$ cat src/rtl/spi_master.sv
// spi_master: mode-3 SPI master with per-transfer bit order and programmable sck half-period
module spi_master #(
  parameter int DATA_W  = 16,
  parameter int CLK_DIV = 4
) (
  input  logic              clk,
  input  logic              rstb,
  input  logic              start,
  input  logic              mlb,
  input  logic [DATA_W-1:0] tdata,
  input  logic              miso,
  output logic              ss,
  output logic              sck,
  output logic              mosi,
  output logic              busy,
  output logic              done,
  output logic [DATA_W-1:0] rdata
);
  localparam int CW = $clog2(CLK_DIV + 1);
  localparam int BW = $clog2(DATA_W + 1);
  localparam logic [CW-1:0] H_M1 = CW'(CLK_DIV - 1);
  localparam logic [2:0] IDLE  = 3'd0;
  localparam logic [2:0] LEAD  = 3'd1;
  localparam logic [2:0] SHIFT = 3'd2;
  localparam logic [2:0] LAG   = 3'd3;
  localparam logic [2:0] GAP   = 3'd4;
  logic [2:0]        state_q, state_d;
  logic [CW-1:0]     cnt_q, cnt_d;
  logic [BW-1:0]     bits_q, bits_d;
  logic [DATA_W-1:0] tx_q, tx_d, rx_q, rx_d, rdata_q, rdata_d;
  logic              msb_q, msb_d, ss_q, ss_d, sck_q, sck_d, mosi_q, mosi_d;
  logic              busy_q, busy_d, done_q, done_d;
  logic              tick, launch, sample;
  assign tick   = cnt_q == '0;
  // falling sck edges launch the next bit, rising edges sample miso
  assign launch = tick && (state_q == LEAD || (state_q == SHIFT && sck_q));
  assign sample = tick && state_q == SHIFT && !sck_q;
  always_comb begin
    state_d = state_q;
    cnt_d   = (state_q == IDLE || tick) ? H_M1 : cnt_q - 1'b1;
    bits_d  = bits_q;
    tx_d    = tx_q;
    rx_d    = rx_q;
    msb_d   = msb_q;
    ss_d    = ss_q;
    sck_d   = sck_q;
    mosi_d  = mosi_q;
    busy_d  = busy_q;
    done_d  = 1'b0;
    rdata_d = rdata_q;
    if (launch) begin
      sck_d  = 1'b0;
      mosi_d = msb_q ? tx_q[DATA_W-1] : tx_q[0];
      tx_d   = msb_q ? tx_q << 1 : tx_q >> 1;
    end
    if (sample) begin
      sck_d  = 1'b1;
      rx_d   = msb_q ? {rx_q[DATA_W-2:0], miso} : {miso, rx_q[DATA_W-1:1]};
      bits_d = bits_q - 1'b1;
    end
    case (state_q)
      IDLE: if (start) begin
        state_d = LEAD;
        tx_d    = tdata;
        msb_d   = mlb;
        ss_d    = 1'b0;
        busy_d  = 1'b1;
      end
      LEAD: if (tick) begin
        state_d = SHIFT;
        bits_d  = BW'(DATA_W);
      end
      SHIFT: if (sample && bits_q == BW'(1)) state_d = LAG;
      LAG: if (tick) begin
        state_d = GAP;
        ss_d    = 1'b1;
        mosi_d  = 1'b0;
        rdata_d = rx_q;
        done_d  = 1'b1;
      end
      GAP: if (tick) begin
        state_d = IDLE;
        busy_d  = 1'b0;
      end
      default: state_d = IDLE;
    endcase
  end
  always_ff @(posedge clk or negedge rstb) begin
    if (!rstb) begin
      state_q <= IDLE;
      cnt_q   <= '0;
      bits_q  <= '0;
      tx_q    <= '0;
      rx_q    <= '0;
      msb_q   <= 1'b0;
      ss_q    <= 1'b1;
      sck_q   <= 1'b1;
      mosi_q  <= 1'b0;
      busy_q  <= 1'b0;
      done_q  <= 1'b0;
      rdata_q <= '0;
    end else begin
      state_q <= state_d;
      cnt_q   <= cnt_d;
      bits_q  <= bits_d;
      tx_q    <= tx_d;
      rx_q    <= rx_d;
      msb_q   <= msb_d;
      ss_q    <= ss_d;
      sck_q   <= sck_d;
      mosi_q  <= mosi_d;
      busy_q  <= busy_d;
      done_q  <= done_d;
      rdata_q <= rdata_d;
    end
  end
  assign ss    = ss_q;
  assign sck   = sck_q;
  assign mosi  = mosi_q;
  assign busy  = busy_q;
  assign done  = done_q;
  assign rdata = rdata_q;
endmodule

$ cat config.mk
export PLATFORM = sky130hd
export DESIGN_NAME = spi_master
export DESIGN_NICKNAME = d
export VERILOG_FILES = /design/src/rtl/spi_master.sv
export SDC_FILE = /design/constraint.sdc
export NUM_CORES = 1
export LEC_CHECK = 0
export CAP_MARGIN = 20
export CORE_MARGIN = 2
export CORE_UTILIZATION = 55
export CTS_CLUSTER_DIAMETER = 200
export CTS_CLUSTER_SIZE = 25
export DETAILED_ROUTE_END_ITERATION = 10
export GPL_ROUTABILITY_DRIVEN = 0
export PLACE_DENSITY = 0.91
export REMOVE_ABC_BUFFERS = 1
export SLEW_MARGIN = 40
export SYNTH_ARGS = -nofsm -noshare
export SYNTH_HDL_FRONTEND = slang
export SYNTH_SLANG_ARGS = --single-unit
export TNS_END_PERCENT = 20
$ cat constraint.sdc
create_clock -name clk -period 2 [get_ports clk]
set_clock_uncertainty 0.2 [all_clocks]
set_input_delay 0.3 -clock clk [delete_from_list [all_inputs] [get_ports clk]]
set_output_delay 0.3 -clock clk [all_outputs]
set_load 0.005 [all_outputs]
Word-level counts from Yosys, hierarchy flattened
Index checks and enable logic that the tools add are counted.

Add/sub/neg operators: 2. Eq/ne operators: 10. Muxes and demuxes: 29. Reduce and logical (&&, ||, !) cells: 18.

Operators with widths (count): 16-bit 2-to-1 mux (5); 3-bit 2-to-1 mux (6); 5-bit 2-to-1 mux (3); 3-bit one-hot mux with 5 select lines (1); 1-bit 2-to-1 mux (12); 2-bit != test (second input constant) (4); 3-bit by 2-bit equality test with 1-bit output (second input constant) (2); 3-bit logical NOT (2); 3-bit AND reduction (2); 2-bit nonzero test (3); 5-bit by 1-bit equality test with 1-bit output (second input constant) (1); 1-bit logical AND (5); 5-bit AND reduction (1); 5-bit by 1-bit subtractor with 5-bit output (second input constant) (1); 1-bit one-hot mux with 2 select lines (2); 2-bit AND reduction (2); 3-bit by 1-bit equality test with 1-bit output (second input constant) (1); 3-bit equality test (second input constant) (1); 3-bit by 1-bit subtractor with 3-bit output (second input constant) (1); 1-bit logical OR (2); 2-bit by 1-bit != test with 1-bit output (second input constant) (1); 1-bit logical NOT (1).

Register bits: 65. Bits of input ports: 21. Output and inout bits: 21. Word-level logic and storage cells: 71.

Logic depth before layout (Yosys ltp)
Depth in word-level cells: 7. Depth in mapped cells: 9. Gate-level depth less buffers: 7.

Least setup slack after synthesis
No wires, ideal clock.

Kind: reg2reg. From: register cnt_q[0]. To: register tx_q[10]. Setup time: 0.121 ns. Data arrival time: 1.521 ns. Required time: 1.679 ns. Slack: 0.158 ns. Stages on the path, launching flop included: 10. Buffers on the path: 2. Clock period less this slack: 1.842 ns. Cells stage by stage: dfrtp_1 -> inv_1 -> ha_1 -> ha_1 -> and2b_1 -> o21a_1 -> buf_4 -> buf_6 -> nor2_1 -> o21ai_1.

Word-level cells in the longest chain between the ends: 5.

Ends and longest elaborated chain: start: declaration (line 28) `logic [CW-1:0] cnt_q, cnt_d;`; start signal: assignment (line 104) `cnt_q <= cnt_d;`; 3-bit logical NOT * (line 34) `assign tick = cnt_q == '0;`; 1-bit logical AND * (line 36) `assign launch = tick && (state_q == LEAD || (state_q == SHIFT && sck_q));`; 16-bit 2-to-1 mux * (line 51) `if (launch) begin`; 16-bit 2-to-1 mux (line 62) `IDLE: if (start) begin`; 16-bit 2-to-1 mux * (line 61) `case (state_q)`; named net tx_d[10] (line 30) `logic [DATA_W-1:0] tx_q, tx_d, rx_q, rx_d, rdata_q, rdata_d;`; end signal: assignment (line 106) `tx_q <= tx_d;`; end: declaration (line 30).

The timed path passes the listed nets; every way through them passes the cells marked *. A chain may end at the register's enable or synchronous reset.

Final worst setup path
From: register sck_q (netlist: sck). To: output sck.

RTL lines: start: declaration (line 31) `logic msb_q, msb_d, ss_q, ss_d, sck_q, sck_d, mosi_q, mosi_d;`; start signal: assignment (line 110) `sck_q <= sck_d;`; end: declaration (line 13) `output logic sck,`.

No word-level cell between the ends.

==> impl_metrics.env <==
export IMPL_wl_per_cell_um=15.6
export IMPL_clock_path_buffers=2
export IMPL_critical_path_required_ps=1500
export IMPL_power_density_nw_per_um2=1330
export IMPL_startpoint_type="flop"
export IMPL_setup_viol=0
export IMPL_grt_pass1_vias=2527
export IMPL_drt_total_wl_um=7080
export IMPL_ant_nets=0
export IMPL_drc=0
export IMPL_firstDrtPassIters=4
export IMPL_dr_first_iter_drc_count=226
export IMPL_ioPinCount=42
export IMPL_grt_max_degree=66
export IMPL_path_class="flop to output pin"
export IMPL_core_area_sq_um=5510
export IMPL_final_max_slew_viol_count=0
export IMPL_fill_cells=363
export IMPL_cts_tree="built"
export IMPL_synth_top_cell_area_share_pct=50.3
export IMPL_cp_max_fo=5
export IMPL_die_x_um=79.5
export IMPL_max_vdd_ir_drop_mv=1.01
export IMPL_cp_data_arrival_time_ps=1440
export IMPL_p_leak_nw=1.80
export IMPL_start_util_pct=56.9
export IMPL_h_tree_depth=3
export IMPL_drive_gt1_share_pct=13.6
export IMPL_port_buffers=41
export IMPL_r2r_start="cnt_q[0]$_DFF_PN0_"
export IMPL_grt_pass1_wl_um=11700
export IMPL_synth_common_cells="nand2_1 (97), dfrtp_1 (63), o21ai_0 (40)"
export IMPL_synth_most_common_cell="nand2_1"
export IMPL_synth_top_flop_cell="dfrtp_1"
export IMPL_period_share_pct=97.1
export IMPL_antenna_cells=0
export IMPL_worst_path_buf_inv=1
export IMPL_globalRouteTotalUtil_pct=24.2
export IMPL_netlist_instances=331
export IMPL_finalHoldViolations=0
export IMPL_rrSetupSlack_ps=60
export IMPL_drt_vias_per_instance=5.63
export IMPL_min_period_ps=1940
export IMPL_slowest_delay_ps=590
export IMPL_antenna_found_initial=0
export IMPL_yosysWarningCount=0
export IMPL_cts_buffers=9
export IMPL_maxCapViolations=0
export IMPL_outcome="completed"
export IMPL_async_reset_ff_share_pct=100
export IMPL_num_rows=27
export IMPL_synthTopCellsByArea="dfrtp_1 (50%), nand2_1 (12%), o21ai_0 (6.4%)"
export IMPL_yosysUniqueCellTypes=38
export IMPL_synth_edf_count=0
export IMPL_fmax_ghz=0.515
export IMPL_final_instance_count_excl_fill=453
export IMPL_critPathSlowestCell="dfstp_2"
export IMPL_end_kind="output pin"
export IMPL_grt_ovfl_total=0
export IMPL_cts_root_buf="clkbuf_8"
export IMPL_critPathLaunch="sck$_DFFE_PN1P_"
export IMPL_synth_top_area_cell="dfrtp_1"
export IMPL_min_from="cnt_q[0]$_DFF_PN0_"
export IMPL_tightest_slew_ps=540
export IMPL_crit_family="flip-flops"
export IMPL_clk_insertion_delay_late_ps=340
export IMPL_syn_cell_area_sq_um=3130
export IMPL_syn_area_per_cell_sq_um=9.47
export IMPL_ys_ff_latch=65
export IMPL_cts_sinks=65
export IMPL_crit_chain="clkdlybuf4s50_1"
export IMPL_num_vias=2551
export IMPL_syn_to_final_growth_pct=23.7
export IMPL_nNetsFinal=401
export IMPL_hpwl_um=4490
export IMPL_cts_clk_slew_worst_paths_ps=70
export IMPL_hold_class="flop to flop"
export IMPL_die_h_um=79.5
export IMPL_place_inst=435
export IMPL_whs_ps=239
export IMPL_slew_headroom_pct=63.9
export IMPL_die_area_sq_um=6320
export IMPL_ys_seq_area_share_pct=52.0
export IMPL_tns_ps=0
[repair_timing]
item | 4_1_cts | 5_1_grt
gates resized for setup | 0 | 6
hold buffers | 1 | 0
setup endpoints to repair | 0 | 43
setup buffers | 0 | 1
hold endpoints to repair | 63 | 0
[report_power, final]
part	internal, mW	leakage, nW	total [mW]	switching (mW)
Clock	0.739	0.107	1.25	0.507
Combinational	0.910	0.865	1.82	0.908
Sequential	1.71	0.830	2.09	0.381
Total	3.36	1.80	5.16	1.80
[flip-flops by register name (all words and copies together), names as in the netlist, 3 cells and up]
signal	count
state_q	3
rdata	16
bits_q	5
rx_q	16
cnt_q	3
tx_q	16
[cells in the final DEF (no fill, tap or decap), types with 2 or more instances in the layout]
cell type / count
nand2_1: 97
dfrtp_1: 62
clkdlybuf4s50_1: 40
o21ai_0: 39
nor2_1: 22
mux2i_1: 18
mux2_2: 14
clkbuf_8: 10
o21ai_1: 8
buf_4: 8
nand3_1: 6
inv_1: 5
nor3_1: 4
ha_1: 4
nand3b_1: 3
xor2_1: 3
buf_12: 3
nand4_1: 2
a22o_1: 2
a21oi_1: 2
bufinv_16: 2
clkbuf_1: 2
dfstp_2: 2
[final timing paths]
path                       depth (start not counted)            endpoint
max                                                1                 sck
max reg2reg                                        8   tx_q[6]$_DFF_PN0_
min in group asynchronous                          3  tx_q[13]$_DFF_PN0_
min                                                1  cnt_q[0]$_DFF_PN0_
min reg2reg                                        1  cnt_q[0]$_DFF_PN0_
max in group asynchronous                          3      ss$_DFFE_PN1P_
[per-stage QoR]
step | area (sq um) | total power [mW] | utilization [%] | worst slack, ps
6_report | 3880 | 5.16 | 70.4 | 57.0
2_1_floorplan | 3020 | 3.17 | - | -164
3_3_place_gp | 3630 | 3.72 | 65.9 | 176
5_1_grt | 3880 | 5.46 | 70.4 | -4.21
3_5_place_dp | 3630 | 3.84 | 65.9 | 64.4
4_1_cts | 3860 | 5.13 | 70.1 | 8.87
[layout make-up]
| class | count | area (sq um) | area share (%) |
|---|---|---|---|
| repair buffers | 53 | 536 | 13.8 |
| clock inverters | 4 | 76.3 | 1.97 |
| inverters | 6 | 25.0 | 0.645 |
| multi-input cells | 241 | 1380 | 35.5 |
| flip-flops and latches | 65 | 1630 | 42.0 |
| well taps | 72 | 90.1 | 2.32 |
| clock buffers | 12 | 145 | 3.74 |
[kinds of logic (layout without fill, tap and decap cells)]
family                   after synthesis  after routing  share of synthesized area [%]
AO/OA/AOI/OAI                         56             56                           10.3
XOR/XNOR                               3              3                          0.838
adder cells (fa/ha/maj)                4              4                           1.60
multiplexers                          32             32                           10.8
buffers and inverters                 25             75                           4.27
flip-flops                            65             65                           52.0
AND/OR/NAND/NOR                      146            146                           20.3
[per-layer routing]
metal | routed length (um) | vias up | track usage, %
met2 | 3650 | 60 | 39.8
met1 | 3010 | 1270 | 30.3
met5 | 0 | - | 0
met4 | 212 | 0 | 12.8
li1 | - | 1196 | -
met3 | 216 | 25 | 4.52
(Power assumes the default switching activity.)
